==> src/rtl/base_tcode_pkg.sv <==
// Thermometer-code helpers shared by the encoder pipe and the decoder-side checkers.
// Latency: none (pure functions).
// Backpressure: not applicable.
//
// Masks are passed zero-extended to TCODE_MAX_W bits. The zero padding above
// the real mask width is what keeps both functions width-agnostic. An all-ones
// mask carries into the first padding bit, so it reads as legal. The first
// padding bit is also the "lowest zero" of an all-ones mask, which gives the
// count dec_width.
package base_tcode_pkg;

    localparam int unsigned TCODE_MAX_W = 64;
    localparam int unsigned TCODE_IDX_W = 7;

    typedef logic [TCODE_MAX_W-1:0] tcode_mask_t;
    typedef logic [TCODE_IDX_W-1:0] tcode_idx_t;

    // Legal iff the set bits form one run starting at bit 0.
    function automatic logic tcode_legal(input tcode_mask_t mask);
        tcode_mask_t inc;
        inc = mask + TCODE_MAX_W'(1);
        return (mask & inc) == '0;
    endfunction

    // Index of the lowest zero bit. The scan runs top-down so that the lowest
    // zero bit is the last one to write the result.
    function automatic tcode_idx_t tcode_lowest_zero(input tcode_mask_t mask);
        tcode_idx_t idx;
        idx = tcode_idx_t'(TCODE_MAX_W);
        for (int i = TCODE_MAX_W - 1; i >= 0; i--) begin
            if (!mask[i]) begin
                idx = tcode_idx_t'(i);
            end
        end
        return idx;
    endfunction

endpackage

==> src/rtl/base_tenc_le_core.sv <==
// Combinational thermometer mask to (count, err) conversion.
// Latency: 0 cycles (purely combinational).
// Backpressure: none; the enclosing pipe gates its use.
//
// Ports:
//   mask_i  - thermometer mask, dec_width bits (dec_width <= 64)
//   legal_i - legality bit, precomputed when the mask was captured
//   count_o - index of the lowest zero bit, 0..dec_width
//   err_o   - mask was not a legal thermometer code
module base_tenc_le_core
    import base_tcode_pkg::*;
#(
    parameter int unsigned dec_width = 8,
    parameter int unsigned enc_width = 4
) (
    input  logic [dec_width-1:0] mask_i,
    input  logic                 legal_i,
    output logic [enc_width-1:0] count_o,
    output logic                 err_o
);

    tcode_idx_t idx;

    // Zero-extension provides a guaranteed zero at bit dec_width.
    // An all-ones mask therefore encodes to dec_width.
    assign idx     = tcode_lowest_zero(tcode_mask_t'(mask_i));
    assign count_o = enc_width'(idx);
    assign err_o   = ~legal_i;

endmodule

==> src/rtl/base_tenc_le_pipe.sv <==
// Two-stage thermometer encoder with a legality flag and a saturating error counter.
// Latency: 2 cycles from the input transfer cycle to o_v; one beat per cycle when o_r is held high.
// Backpressure: valid/ready; i_r falls combinationally from o_r when both stages are full.
//
// Ports:
//   clk, reset_n       - clock, synchronous active-low reset
//   i_v / i_r / i_d    - input stream, thermometer mask of dec_width bits
//   o_v / o_r / o_d    - output stream, count of enc_width bits (0..dec_width)
//   o_err              - travels with o_d; the source mask was not a legal thermometer code
//   i_clr              - synchronous clear of the error counter (wins over an increment)
//   o_errcnt           - saturating count of errored beats delivered
module base_tenc_le_pipe
    import base_tcode_pkg::*;
#(
    parameter int unsigned dec_width = 8,
    parameter int unsigned enc_width = 4,
    parameter int unsigned cnt_width = 8
) (
    input  logic                 clk,
    input  logic                 reset_n,
    input  logic                 i_v,
    output logic                 i_r,
    input  logic [dec_width-1:0] i_d,
    output logic                 o_v,
    input  logic                 o_r,
    output logic [enc_width-1:0] o_d,
    output logic                 o_err,
    input  logic                 i_clr,
    output logic [cnt_width-1:0] o_errcnt
);

    // Stage A: captured mask plus its legality bit.
    logic                 a_v_q, a_v_d;
    logic [dec_width-1:0] a_d_q, a_d_d;
    logic                 a_legal_q, a_legal_d;

    // Stage B: encoded count and error bit; these drive the outputs directly.
    logic                 o_v_q, o_v_d;
    logic [enc_width-1:0] o_d_q, o_d_d;
    logic                 o_err_q, o_err_d;

    logic [cnt_width-1:0] errcnt_q, errcnt_d;

    logic                 b_load;
    logic                 o_xfer;
    logic [enc_width-1:0] core_count;
    logic                 core_err;

    base_tenc_le_core #(
        .dec_width (dec_width),
        .enc_width (enc_width)
    ) u_core (
        .mask_i  (a_d_q),
        .legal_i (a_legal_q),
        .count_o (core_count),
        .err_o   (core_err)
    );

    // Stage B can take a beat when it is empty or its beat is leaving.
    assign b_load = ~o_v_q | o_r;
    // Stage A can take a beat when it is empty, or when B can take A's beat.
    assign i_r    = ~a_v_q | b_load;
    assign o_xfer = o_v_q & o_r;

    always_comb begin
        a_v_d     = a_v_q;
        a_d_d     = a_d_q;
        a_legal_d = a_legal_q;
        o_v_d     = o_v_q;
        o_d_d     = o_d_q;
        o_err_d   = o_err_q;
        errcnt_d  = errcnt_q;

        // Whenever i_r is high, A's beat (if any) moves on this edge.
        // A therefore simply takes whatever arrives, or empties.
        if (i_r) begin
            a_v_d = i_v;
            if (i_v) begin
                a_d_d     = i_d;
                a_legal_d = tcode_legal(tcode_mask_t'(i_d));
            end
        end

        // Output data only changes when a real beat lands. When B drains
        // with nothing behind it, the last delivered value stays on o_d.
        if (b_load) begin
            o_v_d = a_v_q;
            if (a_v_q) begin
                o_d_d   = core_count;
                o_err_d = core_err;
            end
        end

        if (i_clr) begin
            errcnt_d = '0;
        end else if (o_xfer && o_err_q && (errcnt_q != {cnt_width{1'b1}})) begin
            errcnt_d = errcnt_q + cnt_width'(1);
        end
    end

    always_ff @(posedge clk) begin
        if (!reset_n) begin
            a_v_q    <= 1'b0;
            o_v_q    <= 1'b0;
            o_d_q    <= '0;
            o_err_q  <= 1'b0;
            errcnt_q <= '0;
        end else begin
            a_v_q    <= a_v_d;
            o_v_q    <= o_v_d;
            o_d_q    <= o_d_d;
            o_err_q  <= o_err_d;
            errcnt_q <= errcnt_d;
        end
    end

    // Stage-A payload is qualified by a_v_q, so it carries no reset.
    always_ff @(posedge clk) begin
        a_d_q     <= a_d_d;
        a_legal_q <= a_legal_d;
    end

    assign o_v      = o_v_q;
    assign o_d      = o_d_q;
    assign o_err    = o_err_q;
    assign o_errcnt = errcnt_q;

endmodule
==> config.mk <==
export PLATFORM = sky130hd
export DESIGN_NAME = base_tenc_le_pipe
export DESIGN_NICKNAME = d
export VERILOG_FILES = /design/src/rtl/base_tcode_pkg.sv /design/src/rtl/base_tenc_le_core.sv /design/src/rtl/base_tenc_le_pipe.sv
export SDC_FILE = /design/constraint.sdc
export NUM_CORES = 1
export LEC_CHECK = 0
export CORE_UTILIZATION = 42
export CTS_BUF_LIST = sky130_fd_sc_hd__clkbuf_16
export CTS_CLUSTER_DIAMETER = 80
export DETAILED_ROUTE_END_ITERATION = 8
export PLACE_DENSITY = 0.74
export SLEW_MARGIN = 10
export SYNTH_ARGS = -nofsm -noshare
export SYNTH_HDL_FRONTEND = slang
export SYNTH_SLANG_ARGS = --single-unit
export TNS_END_PERCENT = 20
==> constraint.sdc <==
create_clock -name clk -period 1.4 [get_ports clk]
set_input_delay 0.28 -clock clk [delete_from_list [all_inputs] [get_ports clk]]
set_output_delay 0.28 -clock clk [all_outputs]
set_load 0.02 [all_outputs]
# After elaboration in Yosys (flattened, before gate mapping)

Index checks and enable logic that the tools add are counted.

Input bits: 13
Bits in registers: 24
Word-level logic and storage cells: 32
Output and inout port bits: 15

Add/subtract/negate cells: 2
Equal/unequal tests: 1
Mux-type cells: 8
Reductions and logical operators: 6
Bitwise logic cells: 8

Operators by type and width:

| operator              | count |
|---|---|
| $logic_not A64 Y1     | 1 |
| $mux W4               | 8 |
| $add A8 B1 Y9 const B | 1 |
| $and A8 B9 Y9         | 1 |
| $add A8 B1 Y8 const B | 1 |
| $ne A8 B8 Y1 const B  | 1 |
| $not A1 Y1            | 4 |
| $reduce_and A2 Y1     | 2 |
| $logic_and A1 B1 Y1   | 2 |
| $or A1 B1 Y1          | 2 |
| $reduce_or A2 Y1      | 1 |
| $and A1 B1 Y1         | 1 |

# Longest topological paths before layout

Word-level depth: 8
Depth in mapped cells: 5
Gate-level depth less buffers: 5

# By module

Synthesis repeated with hierarchy kept, for this count alone.

Cells, all modules: 107
Area total of the unflattened synthesis: 1122.3 sq um

Modules (own cells, without submodules):

| module            | instances | area each (sq um) | seq. area each (sq um) | cells each |
|---|---|---|---|---|
| base_tenc_le_pipe | 1         | 1043.5            | 570.5                  | 93 |
| base_tenc_le_core | 1         | 78.8              | 0.0                    | 14 |

# Least setup slack after synthesis

No wires, ideal clock.

Path type: reg2reg
From: reg errcnt_q[0] (netlist: o_errcnt[0])
To: reg errcnt_q[1] (netlist: o_errcnt[1])
Arrival: 1.349 ns
Path buffers: 0
Data required time: 1.276 ns
Cell stages (with the launch flop): 6
Setup slack: -0.072 ns
Library setup time: 0.124 ns
Clock period less this slack: 1.472 ns
Cell sequence: dfxtp_1 > ha_1 > nand3_1 > o21ai_1 > mux2i_1 > nor2_1

Longest elaborated chain between the ends: 2
Elaborated cells on any way between the ends: 3
Those cells by class: 1 x add/sub; 1 x eq/ne; 1 x reduce/logical

Ends and longest elaborated chain:

| what                                                                  | RTL line                 | text |
|---|---|---|
| start, declared                                                       | base_tenc_le_pipe.sv:42  | `logic [cnt_width-1:0] errcnt_q, errcnt_d;` |
| start signal, assigned                                                | base_tenc_le_pipe.sv:113 | `errcnt_q <= errcnt_d;` |
| parallel branches: the longest is 2 deep, another holds $add A8 B1 Y8 | --                       |  |

Parallel ways; which one is timed is not known.
A chain may end at the register's enable or synchronous reset.

# Final worst setup path

From: in i_d[6]
To: reg a_legal_q, data pin

Longest elaborated chain between the ends: 3

Ends and longest elaborated chain:

| what                  | RTL line                 | text |
|---|---|---|
| start, declared       | base_tenc_le_pipe.sv:23  | `input logic [dec_width-1:0] i_d,` |
| $add A8 B1 Y9         | base_tcode_pkg.sv:21     | `inc = mask + TCODE_MAX_W'(1);` |
| $and A8 B9 Y9 (*)     | base_tcode_pkg.sv:22     | `return (mask & inc) == '0;` |
| $logic_not A64 Y1 (*) | base_tcode_pkg.sv:22     |  |
| end signal, assigned  | base_tenc_le_pipe.sv:120 | `a_legal_q <= a_legal_d;` |
| end, declared         | base_tenc_le_pipe.sv:35  | `logic a_legal_q, a_legal_d;` |

Mark *: on every way between the ends. The rest lies on a longest branch, timed or not.

==> results.md <==
* Mapped Nets at 119
* Routed wire length at 2.12 mm
* Mean Syn Cell Area at 10.0 sq um
* Cts hold-fix bufs at 0
* Clock skew at 1.04 ps
* Hold path depth at 2
* Initial cell density of the core at 0.462
* Status: completed
* Count of final hold-check violations at 0
* Pin count of the biggest net entering global routing at 15
* CTS Buf Count at 3
* IO Pins at 28
* Flop-to-flop setup slack at 100 ps
* First-pass DRT Iterations at 4
* Die ar. at 0.00271 sq mm
* Yosys warning total at 0
* Worst-path clk slew at 60 ps
* Hold Path Sink: o_d[2]
* Critical path peak fanout at 3
* Fillers at 185
* IO buf count at 27
* Peak VDD IR at 1.21 mV
* Clock sinks at 24
* CTS tree: yes
* Clock Latency Late Sink at 250 ps
* H-tree Lvls at 1
* Via/cell ratio at 5.17
* Relative slew slack at 0.700
* Max_cap viols at 0
* Max Clock Freq at 0.753 GHz
* CP Capture Type: flip-flop
* Pleak at 0.685 nW
* Remaining DRCs at 0
* Worst hold slack at 475 ps
* CTS root buf: clkbuf_16
* FF-to-FF End: o_errcnt[1]
* Reg-to-Reg Start: o_errcnt[0]
* Design Power at 0.00169 W
* 1st-iter DRT viols at 10
* Worst Tran Pin Value at 439 ps
* CP startpoint kind: input pin
* Inserted Diodes at 0
* Hold WC Path Type: flip-flop to flip-flop
* Die W at 52.1 microns
* Critical Setup Path Class: input pin to flip-flop
* RSZ-0062 raised after global routing: false
* Final period util at 0.949
* GR Overflow Total at 0
* Max clock buf depth at 2
* Required @ worst endpoint at 1410 ps
* Share of cells above drive strength 1 at 0.225
* Cells on worst reg2reg path at 5
* Area occupied by multi-input gates at 472 sq um
* HP Start: o_d[2]
* # setup viols final at 0
* Antenna violations before repair at 0
* Most frequent cells in the layout: 17 x buf_4, 14 x dlygate4sd2_1, 13 x nand2_1
* Slew Viols, Final at 0
* Synth unique cells at 38
* Fin crit period at 1330 ps
* Total Routing Usage GR at 0.168
* Die H at 52.1 microns
* # rows at 17
* Post-synthesis cell count at 105
* Netlist Area Pre-Place at 0.00105 sq mm
* Synth Register Bits at 24
* First-pass GRT wire length at 3.26 mm
* Worst EP arrival at 1340 ps
* Gpl congestion at 0.830
* Area of the core at 0.00228 sq mm
* Power Dens Cells at 1070 mW/mm^2
* Detailed Place HPWL at 1.49 mm
* Register area at 574 sq um
* Post-route ant nets at 0
* Routed wire per std cell at 11.8 microns
* DR vias at 925
* Sequential cell area fraction in the yosys report at 0.542
* Commonest non-fill, non-tap cell in the layout: buf_4
* Nets at 166
* Area delta synth->final at 50.8%
* Vias in the first global route at 766
==> synthesized netlist by cell type, drive strengths merged <==
cell type  number  area, sq um
nor3b           1         7.51
nand3           3         20.0
xor2            1         8.76
o211a           1         10.0
nand4           3         18.8
nor3            1         5.00
inv             3         11.3
ha              1         12.5
a211oi          4         30.0
a31oi           1         6.26
o31ai           1         7.51
a41oi           2         17.5
o21ai           1         5.00
dfxtp          15          300
and2            1         6.26
nand2b          3         18.8
nor2           11         43.8
o2111ai         1         8.76
edfxtp          9          270
buf             2         12.5
nand3b          2         15.0
mux2i           2         20.0
o211ai          2         15.0
a2111oi         1         8.76
clkbuf          1         3.75
a21boi          1         7.51
o21a            1         7.51
a21oi           7         35.0
nor2b           4         27.5
o22ai           2         12.5
a21o            1         8.76
and3b           1         8.76
nand2          13         48.8
and3            2         12.5
==> logic make-up (layout without fill, tap and decap cells) <==
family / Yosys count / count (layout) / synth area share
fa+ha+maj: 1 / 1 / 0.0119
flops: 24 / 24 / 0.542
compound gates: 26 / 26 / 0.171
buf+inv: 6 / 52 / 0.0262
simple gates: 45 / 45 / 0.221
mux: 2 / 2 / 0.0190
xor+xnor: 1 / 1 / 0.00832
==> how the worst max path moves through the flow <==
| stage | startpoint | slack [ps] | endpoint |
|---|---|---|---|
| after global placement | o_r | -380 | i_r |
| after global routing | i_d[6] | 4 | a_legal_q |
| after CTS | o_r | -10 | o_d[3] |
| after floorplan | o_errcnt[0] | 40 | o_errcnt[1] |
| final | i_d[6] | 70 | a_legal_q |
| after detailed placement | o_r | -380 | i_r |
==> power breakdown <==
part,total [W],internal [W],switching [W]
sequential,0.000764,0.000750,0.0000140
clock,0.000797,0.000568,0.000230
combinational,0.000130,0.0000736,0.0000567
==> repair_timing <==
| action | 4_1_cts | 5_1_grt |
|---|---|---|
| resized for setup | 19 | 5 |
| setup buffers | 0 | 4 |
| endpoints found under the setup margin | 17 | 7 |
| pin swaps | 0 | 3 |
==> flip-flops by register name (all words and copies together) (netlist names) <==
name / count
a_v_q: 1
o_v: 1
o_err: 1
o_d: 4
a_d_q: 8
o_errcnt: 8
a_legal_q: 1
==> critical path, cell delays in order <==
cell and delay, ps:
clkdlybuf4s50_1 440, nor2_1 120, a21oi_1 50, a2111oi_0 450
==> layer usage <==
| metal | global-route usage | share of wire |
|---|---|---|
| met1 | 0.210 | 0.47 |
| met2 | 0.271 | 0.48 |
| met3 | 0.0526 | 0.043 |
| met4 | 0.0541 | 0.0076 |
| met5 | 0 | 0 |
==> area by class of cell <==
class | instances | share of cell area
inverters | 3 | 0.00710
repair buffers | 45 | 0.245
multi-input cells | 75 | 0.297
clock inverters | 1 | 0.0189
clock buffers | 3 | 0.0473
flip-flops and latches | 24 | 0.362
well taps | 28 | 0.0221
==> through the flow <==
step / worst slack [ps] / instance area (sq um) / TNS [ps] / utilization / instances
4_1_cts: -11.0 / 1540 / -11.0 / 0.676 / 175
3_3_place_gp: -380 / 1450 / -3740 / 0.638 / 171
3_5_place_dp: -379 / 1450 / -3900 / 0.638 / 171
5_1_grt: 3.82 / 1590 / 0 / 0.697 / 179
2_1_floorplan: 38.4 / 1060 / 0 / - / 105
6_report: 71.8 / 1590 / 0 / 0.697 / 179
(Power assumes the default switching activity.)
